File: src/rtl/alu_cmd_sequencer.sv
// alu_cmd_sequencer
//   Command-side controller for the ALU arithmetic path. Assembles a
//   byte-serial frame (CMD, A LSB-first, B LSB-first), issues one operation
//   to the arithmetic unit, captures its 2*WIDTH-bit result and returns it
//   LSB-first on the transmit path. When the arithmetic unit never answers,
//   a single error byte 0xEE is returned instead.
//
// Ports
//   CLK, RST            clock (rising edge), asynchronous active-low reset
//   RX_P_DATA/RX_D_VLD  received byte and its one-cycle strobe
//   A, B, ALU_FUN       operands and function (00 add, 01 sub, 10 mul, 11 div)
//   Arith_Enable        one-cycle issue strobe
//   Arith_OUT/Arith_Flag  registered result and its valid flag
//   TX_P_DATA/TX_D_VLD  byte to transmit and its valid
//   TX_BUSY             transmitter not ready (holds the current byte)
//   CTRL_BUSY           high whenever the sequencer is not idle
//
// Optional build macro
//   ALU_DIV_ZERO_CHK_EN  divide by zero is answered with 0xEE without
//                        issuing the operation to the arithmetic unit.

module alu_cmd_sequencer #(
  parameter int WIDTH   = 16,
  parameter int TIMEOUT = 8
) (
  input  logic               CLK,
  input  logic               RST,
  input  logic [7:0]         RX_P_DATA,
  input  logic               RX_D_VLD,
  output logic [WIDTH-1:0]   A,
  output logic [WIDTH-1:0]   B,
  output logic [1:0]         ALU_FUN,
  output logic               Arith_Enable,
  input  logic [2*WIDTH-1:0] Arith_OUT,
  input  logic               Arith_Flag,
  output logic [7:0]         TX_P_DATA,
  output logic               TX_D_VLD,
  input  logic               TX_BUSY,
  output logic               CTRL_BUSY
);

  localparam int NB = WIDTH / 8;
  localparam int NR = 2 * NB;
  localparam int CW = $clog2(NR + 1);
  localparam int TW = $clog2(TIMEOUT + 1);

  typedef enum logic [2:0] {
    S_IDLE,
    S_GET_A,
    S_GET_B,
    S_ISSUE,
    S_WAIT,
    S_SEND
  } state_t;

  state_t state, next_state;

  logic [CW-1:0]      byte_cnt;
  logic [CW-1:0]      send_last;
  logic [TW-1:0]      tmo_cnt;
  logic [2*WIDTH-1:0] result;
  logic [WIDTH-1:0]   b_next;
  logic               cmd_ok;
  logic               last_in;
  logic               tmo_hit;
  logic               tx_accept;
  logic               send_done;
  logic               div_zero;

  assign cmd_ok    = (RX_P_DATA[7:2] == 6'b110000);
  assign last_in   = (byte_cnt == CW'(NB - 1));
  assign tmo_hit   = (tmo_cnt == TW'(TIMEOUT - 1));
  assign tx_accept = (state == S_SEND) && !TX_BUSY;
  assign send_done = tx_accept && (byte_cnt == send_last);

  // B as it will look once the incoming byte is written; lets the
  // divide-by-zero check see the complete operand on the final byte.
  always_comb begin
    b_next = B;
    b_next[{byte_cnt, 3'b000} +: 8] = RX_P_DATA;
  end

`ifdef ALU_DIV_ZERO_CHK_EN
  assign div_zero = (ALU_FUN == 2'b11) && (b_next == '0);
`else
  assign div_zero = 1'b0;
`endif

  always_ff @(posedge CLK or negedge RST) begin
    if (!RST) state <= S_IDLE;
    else      state <= next_state;
  end

  always_comb begin
    next_state   = state;
    Arith_Enable = 1'b0;
    TX_D_VLD     = 1'b0;
    TX_P_DATA    = 8'h00;
    CTRL_BUSY    = (state != S_IDLE);
    case (state)
      S_IDLE:  if (RX_D_VLD && cmd_ok) next_state = S_GET_A;
      S_GET_A: if (RX_D_VLD && last_in) next_state = S_GET_B;
      S_GET_B: if (RX_D_VLD && last_in) next_state = div_zero ? S_SEND : S_ISSUE;
      S_ISSUE: begin
        Arith_Enable = 1'b1;
        next_state   = S_WAIT;
      end
      // A late flag in the final wait cycle still wins over the timeout.
      S_WAIT:  if (Arith_Flag || tmo_hit) next_state = S_SEND;
      S_SEND: begin
        TX_D_VLD  = 1'b1;
        TX_P_DATA = result[{byte_cnt, 3'b000} +: 8];
        if (send_done) next_state = S_IDLE;
      end
      default: next_state = S_IDLE;
    endcase
  end

  // Operand assembly, result capture and byte/timeout counting. byte_cnt is
  // returned to zero on every state exit so each phase starts at byte 0.
  always_ff @(posedge CLK or negedge RST) begin
    if (!RST) begin
      A         <= '0;
      B         <= '0;
      ALU_FUN   <= 2'b00;
      result    <= '0;
      byte_cnt  <= '0;
      send_last <= '0;
      tmo_cnt   <= '0;
    end else begin
      case (state)
        S_IDLE: begin
          byte_cnt <= '0;
          if (RX_D_VLD && cmd_ok) ALU_FUN <= RX_P_DATA[1:0];
        end
        S_GET_A: begin
          if (RX_D_VLD) begin
            A[{byte_cnt, 3'b000} +: 8] <= RX_P_DATA;
            byte_cnt <= last_in ? '0 : byte_cnt + CW'(1);
          end
        end
        S_GET_B: begin
          if (RX_D_VLD) begin
            B        <= b_next;
            byte_cnt <= last_in ? '0 : byte_cnt + CW'(1);
            if (last_in && div_zero) begin
              result    <= {{(2*WIDTH-8){1'b0}}, 8'hEE};
              send_last <= '0;
            end
          end
        end
        S_ISSUE: tmo_cnt <= '0;
        S_WAIT: begin
          if (Arith_Flag) begin
            result    <= Arith_OUT;
            send_last <= CW'(NR - 1);
          end else if (tmo_hit) begin
            result    <= {{(2*WIDTH-8){1'b0}}, 8'hEE};
            send_last <= '0;
          end else begin
            tmo_cnt <= tmo_cnt + TW'(1);
          end
        end
        S_SEND: begin
          if (tx_accept) byte_cnt <= send_done ? '0 : byte_cnt + CW'(1);
        end
        default: byte_cnt <= '0;
      endcase
    end
  end

endmodule

File: config.mk
export PLATFORM = sky130hd
export DESIGN_NAME = alu_cmd_sequencer
export DESIGN_NICKNAME = d
export VERILOG_FILES = /design/src/rtl/alu_cmd_sequencer.sv
export SDC_FILE = /design/constraint.sdc
export NUM_CORES = 1
export LEC_CHECK = 0
export ABC_CLOCK_PERIOD_IN_PS = 7400
export CAP_MARGIN = 20
export CORE_MARGIN = 2
export CORE_UTILIZATION = 45
export CTS_BUF_LIST = sky130_fd_sc_hd__clkbuf_8 sky130_fd_sc_hd__clkbuf_16
export CTS_CLUSTER_DIAMETER = 30
export DETAILED_ROUTE_END_ITERATION = 10
export PLACE_DENSITY_LB_ADDON = 0.1
export SLEW_MARGIN = 25
export SYNTH_ARGS = -nofsm -noshare
export SYNTH_HDL_FRONTEND = slang
export SYNTH_SLANG_ARGS = --single-unit
File: constraint.sdc
create_clock -name CLK -period 7.4 [get_ports CLK]
set_input_delay 1.48 -clock CLK [delete_from_list [all_inputs] [get_ports CLK]]
set_output_delay 1.48 -clock CLK [all_outputs]
set_load 0.01 [all_outputs]
; ---- Word-level counts from Yosys, hierarchy flattened
; Cells that the tools add are included.
[totals]
ff_bits = 79
[op_classes]
n_bitwise = 1
shift = 3
eq_ne = 18
n_reduce_logical = 19
n_mux = 23
add_sub_neg = 3
[ops]
columns = operator, count
row1 = two-way mux 32 bit, 2
row2 = two-way mux 3 bit, 11
row3 = bitwise mux 16 bit, 2
row4 = indexed part select 32 x 7 -> 8 bit, 1
row5 = case mux 3 bit (6 select lines), 1
row6 = != test 2 bit (second input constant), 8
row7 = variable shift 8 x 8 -> 16 bit (first input constant), 1
row8 = indexed part select 8 x 8 -> 16 bit, 1
row9 = case mux 3 bit (3 select lines), 1
row10 = two-way mux 4 bit, 2
row11 = two-way mux 8 bit, 1
row12 = negation 6 -> 8 bit, 1
row13 = case mux 4 bit (2 select lines), 1
row14 = AND reduction 2 bit, 4
row15 = equality test 3 x 1 -> 1 bit (second input constant), 2
row16 = equality test 3 x 2 -> 1 bit (second input constant), 2
row17 = equality test 3 bit (second input constant), 2
row18 = equality test 6 bit (second input constant), 1
row19 = AND reduction 3 bit, 2
row20 = AND reduction 5 bit, 1
row21 = adder 4 x 1 -> 4 bit (second input constant), 1
row22 = equality test 4 x 3 -> 1 bit (second input constant), 1
row23 = logical AND 1 bit, 4
row24 = nonzero test 2 bit, 2
row25 = 10 further kinds, 12

; ---- Logic depth before layout (Yosys ltp)
[logic_depth]
word_depth = 6
mapped_depth = 9

; ---- Worst setup path after synthesis
; OpenSTA, ideal clock, no wires.
[synth_timing]
path_kind = register to output
from = register byte_cnt[0]
to = output port TX_P_DATA[0]
path_stages_with_launch = 4
arrival_time_ns = 1.347
setup_slack_ns = 4.573
t_required_ns = 5.920
path_cell_list = dfrtp_1 -> buf_2 -> mux4_2 -> nor2b_1
[synth_between]
elab_chain_cells = 2
[synth_rtl]
columns = element, line_no
row1 = from (decl), 58  ; logic [CW-1:0] byte_cnt;
row2 = from (signal assigned), 139  ; byte_cnt <= last_in ? '0 : byte_cnt + CW'(1);
row3 = from (signal assigned), 145  ; byte_cnt <= last_in ? '0 : byte_cnt + CW'(1);
row4 = from (signal assigned), 165  ; if (tx_accept) byte_cnt <= send_done ? '0 : byte_cnt + CW'(1);
row5 = indexed part select 32 x 7 -> 8 bit, 112  ; TX_P_DATA = result[{byte_cnt, 3'b000} +: 8];
row6 = two-way mux 8 bit, 100  ; case (state)
row7 = to (decl), 36  ; output logic [7:0] TX_P_DATA,
; No other way between the ends.

; ---- Worst setup path in the final report
[layout_timing]
from = register byte_cnt[0]
to = output port TX_P_DATA[6]
; The elaborated chain is that of the path after synthesis.

==> reports/metrics.csv <==
metric,value,unit
syn_inst,258,
antenna_found_initial,0,
cpPeakStageDelay,0.82,ns
dp_hpwl,5.24,mm
seqCellArea,1930,sq um
tightest_slew,0.984,ns
area.growth.synth_to_final,32.2,%
wirelength,7.55,mm
start_util,0.460,
htree_levels,3,
synth_area,3540,sq um
period_needed,3.87,ns
synth_top_area_share,0.545,
grt_usage,0.188,
crit_chain,"mux4_2, nor2b_1, clkdlybuf4s50_1",
crit_slowest_cell,dfrtp_1,
synth_edf_count,0,
cap_violations,0,
ctsResizeCount,0,
overflow,0,
dr.pass1.iters,4,
yosysTopAreaCell,dfrtp_1,
dr.first_iter.drc_count,107,
die_height,92.6,um
drive_gt1_frac,0.196,
critPathKind,reg2out,
ys.flop_type,dfrtp_1,
wl_per_cell,16.6,um
period_share,0.522,
clk_root_buffer_cell,clkbuf_8,
finalHoldViolCount,0,
clock_path_buffers,2,
cts_num_sinks,77,
synth_commonest_cells,"dfrtp_1 (77), a22o_1 (26), mux2_2 (26)",
core_area,7690,sq um
routed_via_density,5.16,
antennaDiodeCount,0,
cts_tree,yes,
cts_buffers,9,
power_density,388,nW/um^2
nets,397,
cp.depth,3,
slew_headroom,0.344,
ant_nets,0,
vias,2343,
slew_violations,0,
hp-class,reg2reg,
rows,32,
crit_buf_inv,1,
die_width,92.6,um
end_kind,primary output,
port_buffers,89,
leakagePower,2.07,nW
drc,0,
timing.fmax,259,MHz
fin_setup_tns,0,ns
post_cts_buffers,0,
required,5.92,ns
fillCellCount,656,
finalClockSkew,0.00787,ns
grt_pass1_wl,12.5,mm
path_max_fanout,15,
yosysMostFrequentCell,dfrtp_1,
rsz0062_at_grt,no,
avgSynthCellArea,13.7,sq um
synth_nets,308,
place.gp.congestion,0.833,
yosys_warnings,0,
hold_depth,1,
ys_async_sr_fraction,1.00,
status,"complete, no violations",
synth-seq-cells,77,
multi_input_area,1510,sq um
grt_max_degree,78,
finalSetupViolations,0,
clk_latency,0.34,ns
grt_pass1_vias,2443,
yosys-top-cells-area,"dfrtp_1 (54%), mux2_2 (8.3%), a22o_1 (6.4%), mux4_2 (5.1%), mux2_4 (3.4%)",
postCtsHoldBufs,0,
cp.arrival,2.39,ns
vdd_ir_drop_max,0.000164,V
critPathTopFamily,flip-flops,
fin_area,4670,sq um
cts.clk_slew.worst_paths,0.08,ns
seq_area_frac_synth,0.545,
reg2reg_depth,8,
startpoint_type,register,
ios,90,
placed_area,4480,sq um
yosysUniqueCellTypes,48,
fp.dieArea,8580,sq um
-- state kept, by name, indices dropped and copies added, names as in the netlist --
register,flops
state,3
byte_cnt,3
result,32
B,16
A,16
tmo_cnt,4
send_last,1
ALU_FUN,2
-- routing by layer --
layer,global-route usage,up-vias,routed length [um]
met1,0.277,1156,3740
met3,0.0358,4,306
li1,-,1129,-
met5,0,-,0
met4,0.0625,0,44
met2,0.282,54,3460
-- area by class of cell --
class,instances,share of cell area
sequential,77,0.412
inverter,7,0.00562
timing repair buffer,89,0.191
tap,102,0.0273
multi-input combinational,163,0.323
clock inverter,7,0.0145
clock buffer,9,0.0265
-- cells in the final DEF (no fill, tap or decap), drive strengths merged, types with 2 or more instances in the layout --
cell,synthesis,routed
inv,7,8
a31oi,2,2
dfrtp,77,77
mux4,8,8
o22a,6,6
xor2,2,2
nand2b,4,4
nand4,2,2
nor2,11,11
nand3,3,3
a21oi,4,4
nor2b,9,9
a22o,26,26
clkinvlp,0,2
clkinv,0,3
clkbuf,2,9
and2,9,9
nand2,11,11
o21ai,2,2
nor3,4,4
mux2i,3,3
mux2,35,35
ha,5,5
or2,2,2
clkdlybuf4s50,0,88
-- through the flow --
step / setup slack (ns) / instances / power (W) / hold WS [ns] / util
after CTS: 3.50 / 454 / 0.00183 / 0.498 / 0.607
final: 3.53 / 454 / 0.00182 / 0.493 / 0.608
after detailed placement: 3.89 / 438 / 0.00152 / 0.475 / 0.583
after floorplan: 4.57 / 258 / 0.00122 / 0.455 / -
after global placement: 3.89 / 438 / 0.00150 / 0.476 / 0.583
after global routing: 3.37 / 454 / 0.00194 / 0.516 / 0.608
-- final timing paths --
| path | startpoint | to | slack [ns] |
|---|---|---|---|
| max in group asynchronous | RST | byte_cnt[2] | 5.76 |
| worst max register to register | byte_cnt[0] | A[0] | 4.40 |
| worst min-delay path | result[2] | result[2] | 0.49 |
| worst max-delay path | byte_cnt[0] | TX_P_DATA[6] | 3.53 |
| min in group asynchronous | RST | result[0] | 1.15 |
| worst min register to register | result[2] | result[2] | 0.49 |
-- report_power, final --
group / switching (W) / internal, W / total (W)
sequential: 0.000139 / 0.000589 / 0.000729
clock: 0.000156 / 0.000154 / 0.000310
combinational: 0.000321 / 0.000456 / 0.000777
total: 0.000616 / 0.00120 / 0.00182
-- logic make-up (layout without fill, tap and decap cells) --
| family | Yosys count | after routing | share of synthesized area |
|---|---|---|---|
| DFF | 77 | 77 | 0.545 |
| and+or+nand+nor | 63 | 63 | 0.115 |
| muxes | 46 | 46 | 0.179 |
| AOI/OAI and AO/OA | 45 | 45 | 0.104 |
| buffers and inverters | 18 | 112 | 0.0283 |
| adders and majority gates | 6 | 6 | 0.0205 |
| xor gates and xnor gates | 3 | 3 | 0.00743 |
No activity file was read; power rests on OpenSTA's default activity.
